`config.mk`:
```
export PLATFORM = sky130hd
export DESIGN_NAME = cell_fifo_reader
export DESIGN_NICKNAME = d
export VERILOG_FILES = /design/src/rtl/occ_pkg.sv /design/src/rtl/skid_buf2.sv /design/src/rtl/cell_fifo_reader.sv
export SDC_FILE = /design/constraint.sdc
export NUM_CORES = 1
export LEC_CHECK = 0
export ABC_CLOCK_PERIOD_IN_PS = 2910
export BUFFER_PORTS_ARGS = -buffer_cell sky130_fd_sc_hd__buf_2
export CELL_PAD_IN_SITES_DETAIL_PLACEMENT = 0
export CELL_PAD_IN_SITES_GLOBAL_PLACEMENT = 1
export CORE_MARGIN = 2
export CORE_UTILIZATION = 43
export DETAILED_ROUTE_END_ITERATION = 10
export PLACE_DENSITY = 0.8
export SLEW_MARGIN = 20
export SYNTH_ARGS = -nofsm -noshare
export SYNTH_HDL_FRONTEND = slang
export SYNTH_SLANG_ARGS = --single-unit
```
`constraint.sdc`:
```
create_clock -name clk -period 2.91 [get_ports clk]
set_input_delay 0.582 -clock clk [delete_from_list [all_inputs] [get_ports clk]]
set_output_delay 0.582 -clock clk [all_outputs]
set_load 0.005 [all_outputs]
```
`src/rtl/occ_pkg.sv`:
```
// Shared types and constants for the cell FIFO reader: FSM state encoding
// and the default bit position of the end-of-packet flag.
package occ_pkg;

    localparam int unsigned EOP_BIT = 15;

    typedef enum logic [1:0] {
        RUN   = 2'd0,
        DRAIN = 2'd1,
        HOLD  = 2'd2
    } state_t;

endpackage

```
`src/rtl/skid_buf2.sv`:
```
// Two-entry FIFO-ordered output buffer; entry 0 is always the oldest word.
// The caller never pushes while full and never pops while empty.
module skid_buf2 #(
    parameter int unsigned W = 18
) (
    input  logic         clk,
    input  logic         rst,
    input  logic         push,
    input  logic [W-1:0] din,
    input  logic         pop,
    output logic [W-1:0] head,
    output logic [1:0]   occ
);

    logic [W-1:0] e0;
    logic [W-1:0] e1;

    always_ff @(posedge clk or negedge rst) begin
        if (!rst) begin
            e0  <= '0;
            e1  <= '0;
            occ <= 2'd0;
        end else begin
            case ({push, pop})
                2'b10: begin
                    if (occ == 2'd0) e0 <= din;
                    else             e1 <= din;
                    occ <= occ + 2'd1;
                end
                2'b01: begin
                    e0  <= e1;
                    occ <= occ - 2'd1;
                end
                // Simultaneous push and pop: occupancy unchanged, order kept.
                2'b11: begin
                    if (occ == 2'd2) begin
                        e0 <= e1;
                        e1 <= din;
                    end else begin
                        e0 <= din;
                    end
                end
                default: ;
            endcase
        end
    end

    assign head = e0;

endmodule

```
`src/rtl/cell_fifo_reader.sv`:
```
// Pops packet words from a first-word-fall-through FIFO, tags sop/eop, and
// forwards them downstream; pause takes effect only at packet boundaries.
module cell_fifo_reader #(
    parameter int unsigned DATA_W  = 16,
    parameter int unsigned EOP_BIT = occ_pkg::EOP_BIT
) (
    input  logic              clk,
    input  logic              rst,
    input  logic [DATA_W-1:0] fifo_dout,
    input  logic              fifo_empty,
    output logic              fifo_rd_en,
    input  logic              pause,
    output logic [DATA_W-1:0] out_data,
    output logic              out_sop,
    output logic              out_eop,
    output logic              out_valid,
    input  logic              out_ready,
    output logic              paused,
    output logic [15:0]       pkt_cnt
);

    import occ_pkg::*;

    localparam int unsigned ENTRY_W = DATA_W + 2;

    state_t             state;
    logic               in_pkt;
    logic               permit;
    logic               rd_eop;
    logic               pop;
    logic [1:0]         occ;
    logic [ENTRY_W-1:0] head;

    // Reads stop between packets while pausing; downstream stalls only via occ.
    assign permit     = (state != HOLD) && !(pause && !in_pkt);
    assign fifo_rd_en = rst && !fifo_empty && (occ != 2'd2) && permit;
    assign rd_eop     = fifo_dout[EOP_BIT];
    assign pop        = out_valid && out_ready;

    skid_buf2 #(.W(ENTRY_W)) u_buf (
        .clk  (clk),
        .rst  (rst),
        .push (fifo_rd_en),
        .din  ({fifo_dout, !in_pkt, rd_eop}),
        .pop  (pop),
        .head (head),
        .occ  (occ)
    );

    assign out_data  = head[ENTRY_W-1:2];
    assign out_sop   = head[1];
    assign out_eop   = head[0];
    assign out_valid = (occ != 2'd0);
    assign paused    = (state == HOLD);

    // Pause FSM, packet tracking and delivered-packet counter.
    always_ff @(posedge clk or negedge rst) begin
        if (!rst) begin
            state   <= RUN;
            in_pkt  <= 1'b0;
            pkt_cnt <= 16'd0;
        end else begin
            if (fifo_rd_en) in_pkt <= !rd_eop;
            if (pop && out_eop) pkt_cnt <= pkt_cnt + 16'd1;
            case (state)
                RUN:     if (pause) state <= in_pkt ? DRAIN : HOLD;
                DRAIN: begin
                    if (!pause)                            state <= RUN;
                    else if ((fifo_rd_en && rd_eop) || !in_pkt) state <= HOLD;
                end
                HOLD:    if (!pause) state <= RUN;
                default: state <= RUN;
            endcase
        end
    end

endmodule
```
; ---- After elaboration in Yosys (flattened, before gate mapping)
; Cells that the tools add are included.
[op_classes]
muxes = 13
n_eq_ne = 14
reduce_logical = 22
add_sub_neg = 3
[op_table]
columns = op, count
row1 = 18-bit 2-to-1 mux, 4
row2 = 18-bit one-hot mux with 3 select lines, 1
row3 = 18-bit one-hot mux with 2 select lines, 1
row4 = "16-bit by 1-bit adder with 16-bit output, second input constant", 1
row5 = 2-bit 2-to-1 mux, 5
row6 = "2-bit != test, second input constant", 5
row7 = "2-bit == test, second input constant", 4
row8 = 1-bit logical AND, 8
row9 = 2-bit one-hot mux with 3 select lines, 1
row10 = 3-bit AND reduction, 2
row11 = 2-bit nonzero test, 3
row12 = "2-bit by 1-bit == test with 1-bit output, second input constant", 2
row13 = 1-bit logical NOT, 4
row14 = 2-bit logical NOT, 2
row15 = "2-bit by 1-bit != test with 1-bit output, second input constant", 2
row16 = 2-bit one-hot mux with 2 select lines, 1
row17 = "3-bit != test, second input constant", 1
row18 = 3-bit nonzero test, 1
row19 = "2-bit by 1-bit adder with 2-bit output, second input constant", 1
row20 = 2-bit AND reduction, 1
row21 = "2-bit by 1-bit subtractor with 2-bit output, second input constant", 1
row22 = 1-bit logical OR, 1
[totals]
regBits = 57
out_inout_bits = 37

; ---- Longest topological paths before layout
[logic_depth]
ltp_word = 10
depth_mapped = 10
ltp_nobuf = 7

; ---- Hierarchy
; From an unflattened synthesis, not the netlist that was laid out.
[unflattened]
hier_cells = 239
hier_area_um2 = 2687.6
[modules_own_cells]
columns = module, cells_each, area_each_um2, seq_area_each_um2, instances
row1 = skid_buf2, 160, 1770.4, 950.9, 1
row2 = cell_fifo_reader, 79, 917.1, 475.5, 1

; ---- Worst setup path before layout
; Ideal clock, no wire load.
[synth_timing]
path_type = input port to flip-flop
start = input port pause
end = register u_buf.e0[10] (netlist: u_buf.head[10])
t_arrival_ns = 2.204
t_required_ns = 2.790
cell_stages = 9
setup_slack_ns = 0.585
cell_sequence = nor2b_1 -> nor4_4 -> inv_1 -> ha_1 -> o21a_1 -> buf_2 -> buf_6 -> a22oi_1 -> o21ai_2
[synth_between]
elab_chain_cells = 7
word_cells_on_any_way = 11
cone_classes = 4 x eq/ne / 1 x mux / 6 x reduce/logical
[synth_lines]
columns = item, line
row1 = "start, declared", cell_fifo_reader.sv:12  ; input logic pause,
row2 = 1-bit logical AND (*), cell_fifo_reader.sv:35  ; assign permit = (state != HOLD) && !(pause && !in_pkt);
row3 = 1-bit logical NOT (*), cell_fifo_reader.sv:35
row4 = 1-bit logical AND (*), cell_fifo_reader.sv:35
row5 = 1-bit logical AND (*), cell_fifo_reader.sv:36  ; assign fifo_rd_en = rst && !fifo_empty && (occ != 2'd2) && permit;
row6 = net fifo_rd_en, cell_fifo_reader.sv:11  ; output logic fifo_rd_en,
row7 = 2-bit == test or 2-bit by 1-bit == test with 1-bit output (tied branches), skid_buf2.sv:24  ; case ({push, pop})
row8 = 2-bit by 1-bit != test with 1-bit output (no source line) or 3-bit nonzero test (tied branches), -
row9 = 2-bit AND reduction (no source line), -
row10 = "end signal, assigned", skid_buf2.sv:26  ; if (occ == 2'd0) e0 <= din;
row11 = "end signal, assigned", skid_buf2.sv:40  ; e0 <= din;
row12 = "end, declared", skid_buf2.sv:15  ; logic [W-1:0] e0;
; The timed path passes the listed nets; every way through them passes the cells marked *.
; A chain may end at the register's enable or synchronous reset.

; ---- Worst setup path in the final report
[layout_timing]
start = register state[1]
end = register u_buf.e0[15] (netlist: u_buf.head[15])
[layout_between]
elab_chain_cells = 6
word_cells_on_any_way = 10
cone_classes = 5 x eq/ne / 1 x mux / 4 x reduce/logical
[layout_lines]
columns = item, line
row1 = "start, declared", cell_fifo_reader.sv:26  ; state_t state;
row2 = "start signal, assigned", cell_fifo_reader.sv:66  ; RUN: if (pause) state <= in_pkt ? DRAIN : HOLD;
row3 = 2-bit != test (*), cell_fifo_reader.sv:35
row4 = 1-bit logical AND (*), cell_fifo_reader.sv:35
row5 = 1-bit logical AND (*), cell_fifo_reader.sv:36
row6 = 2-bit == test or 2-bit by 1-bit == test with 1-bit output (tied branches), skid_buf2.sv:24
row7 = 2-bit by 1-bit != test with 1-bit output (no source line) or 3-bit nonzero test (tied branches), -
row8 = 2-bit AND reduction (no source line), -
; Mark *: on every way between the ends. The rest lies on a longest branch, timed or not.

==> summary.txt <==
STA
  – Fin. Hold Viols: 0
  – Post-route clock period utilization: 0.812
  – Worst Max-Slew Pin Slew: 695 ps
  – Setup TNS: 0 ps
  – Highest clock rate: 423 MHz
  – Max-slew headroom: 0.537
  – Final Slew Violations: 0
  – Max Clock Skew: 5.74 ps
  – RSZ-0062 raised after global routing: false
  – Final setup fails: 0
  – Fin crit period: 2360 ps

Logic synthesis
  – #FFs+latches synth: 55
  – Post-Syn Area: 2600 sq um
  – Async set-reset flop share out of synthesis: 1.00
  – Register area share after synthesis: 0.529
  – XOR/XNOR Fraction of Synth Area: 0.0606
  – YS warnings: 0
  – Top_reg_cell synth: dfrtp_1
  – Post-synthesis adder-cell area fraction: 0.0241
  – Area leader, netlist: dfrtp_1
  – Synth Area in Compound Gates: 0.138
  – Simple-gate share of the synthesized area: 0.114
  – Syn Inst Count: 208
  – Yosys top cell area share: 0.529
  – Synth top area cells: dfrtp_1 (53%), mux2_4 (5.8%), o21ai_2 (4.7%), xnor2_1 (4.7%), a22oi_1 (4.6%)
  – Largest family of logic cells by synthesized area: compound AO/OA/AOI/OAI gates
  – Unique masters post-synth: 37
  – Syn nets: 234
  – Post-synth EDFFs: 0
  – Syn Area/Cell: 12.5 sq um
  – Mux contribution to synthesized area: 0.0880

Global routing
  – Vias in the first global route: 1741
  – GRT Util Overall: 0.157
  – GRT overflow: 0
  – Largest net degree at the start of global routing: 56
  – Initial antenna violation count: 0
  – First-pass GRT wire length: 7970 um

Drt
  – # DRC: 0
  – Routed wire length: 4910 um
  – Highest metal used: met4
  – Routed wl met3: 203 um
  – Met2 Routed Length: 2390 um
  – Routed wire per std cell: 14.4 um
  – Routed Antenna Nets: 0
  – Initial DRT Pass Iterations: 4
  – Via density: 5.10
  – M1 WL: 2270 um
  – Drt initial violations: 98
  – DR vias: 1739

Clock network
  – Num CTS Buffers: 5
  – Clock latency at the later pin of the worst-skew pair: 310 ps
  – Number of hold buffers added after cts: 0
  – Post-CTS Setup Bufs: 0
  – CTS clock-pin slew for the worst setup and hold paths: 90 ps
  – Root Buffer: clkbuf_8
  – # resized after CTS: 0
  – CTS HTree Levels: 2
  – TritonCTS Sinks: 55
  – Clock buffer depth: 2
  – CTS tree: done

Worst setup path
  – Worst-path cell chain: nor2b_2 -> nor4_4 -> ha_1 -> nor2b_1 -> o21a_1 -> a22oi_1 -> o21ai_2
  – Max FO, Critical Path: 17
  – CP max-delay cell: o21a_1
  – CP arrival: 2600 ps
  – Largest stage delay, worst path: 540 ps
  – Crit end category: flop
  – Setup CP Type: reg2reg
  – Startpoint types: flop
  – CP Data Required Time: 3140 ps

Final layout
  – Commonest non-fill, non-tap cell in the layout: buf_2
  – Antenna Cells: 0
  – Layout fillers: 566
  – Layout cells sized above 1: 0.402
  – Fin util: 0.511
  – Area grow syn2layout: 15.6%
  – Multi-input logic area: 1100 sq um
  – Most frequent cells in the layout: buf_2 (57), dfrtp_1 (55), nand2_1 (29)
  – Seq. cell area: 1380 sq um
  – Final nets: 292

Place
  – I/O Buffers: 57
  – GPL Wtd Cong: 0.775
  – DP HPWL: 3420 um

Pwr
  – Cell leakage power: 1.47 nW
  – Power per cell area: 917 nW/um^2
  – Peak VDD IR: 0.000312 V

Floorplanning
  – Top Ports: 58
  – Initial core utilization: 0.442
  – Core area: 5890 sq um
  – Std cell rows: 28
  – Die H: 81.8 um
  – Die area: 6690 sq um
  – Die Width: 81.8 um

Outcome
  – Status: completed

Worst hold path
  – Min-delay worst type: in2async

Flow run
  – Max_cap viols: 0
-- layer usage --
metal	track usage	up-vias
met5	0	-
met4	0.0550	0
met3	0.0407	2
met2	0.252	36
met1	0.206	848
li1	-	853
-- path summary, 6_finish.rpt --
kind / from / to / slack, ps / cells past startpoint
worst min-delay path: rst / pkt_cnt[7] / 440 / 2
min in group clk: pkt_cnt[15] / pkt_cnt[15] / 470 / 1
max in group asynchronous: rst / pkt_cnt[1] / 2000 / 2
worst max-delay path: state[1] / u_buf.head[15] / 550 / 7
worst max register to register: state[1] / u_buf.head[15] / 550 / 7
worst min register to register: pkt_cnt[15] / pkt_cnt[15] / 470 / 1
-- layout make-up --
type	count	share of cell area
Sequential cell	55	0.458
Inverter	4	0.00499
Clock buffer	6	0.0241
Clock inverter	1	0.00998
Multi-Input combinational cell	139	0.367
Timing Repair Buffer	61	0.105
Tap cell	75	0.0312
-- report_power, final --
part           switching [mW]  total [mW]  internal, mW  leakage [nW]
Combinational           0.479        1.00         0.521         0.721
Sequential              0.214        1.26          1.05         0.695
Clock                   0.244       0.496         0.253        0.0513
Total                   0.936        2.76          1.82          1.47
-- registers in the layout (all words and copies together), names as in the netlist --
register    flops
u_buf.occ       2
in_pkt          1
u_buf.e1       17
pkt_cnt        16
u_buf.head     17
state           2
-- cells in the mapped netlist, types with 2 or more instances --
library cell / instances
buf_2: 2
mux2_2: 7
inv_1: 3
nand3_1: 4
nor2_1: 4
nor2b_2: 2
xnor2_1: 14
o21ai_1: 3
buf_6: 6
nor2b_1: 3
o21ai_2: 14
and4_1: 2
nand2_1: 29
nor3_1: 3
a22oi_1: 16
ha_1: 5
and2_1: 2
xor2_1: 4
mux2_4: 10
dfrtp_1: 55
nand4_1: 4
-- logic make-up after synthesis --
family,count (synthesis)
AOI/OAI and AO/OA,42
adders and majority gates,5
DFF,55
and+or+nand+nor,57
buffers and inverters,14
xor gates and xnor gates,18
muxes,17
-- worst max-delay path: cells and delay by family (launching register included) --
| kind | cells | cell delay, ps |
|---|---|---|
| compound gates | 3 | 890 |
| fa+ha+maj | 1 | 230 |
| simple gates | 3 | 750 |
| flops | 1 | 420 |
-- metrics by stage --
stage	area (sq um)	worst slack [ps]	hold slack, ps	power, mW	std cells
2_1_floorplan	2600	585	286	2.04	208
3_3_place_gp	2910	344	455	2.27	334
3_5_place_dp	2910	259	461	2.30	334
4_1_cts	3010	497	476	2.80	341
5_1_grt	3010	313	492	2.96	341
6_report	3010	548	437	2.76	341
Note: power is estimated with default switching activity, not from simulation.
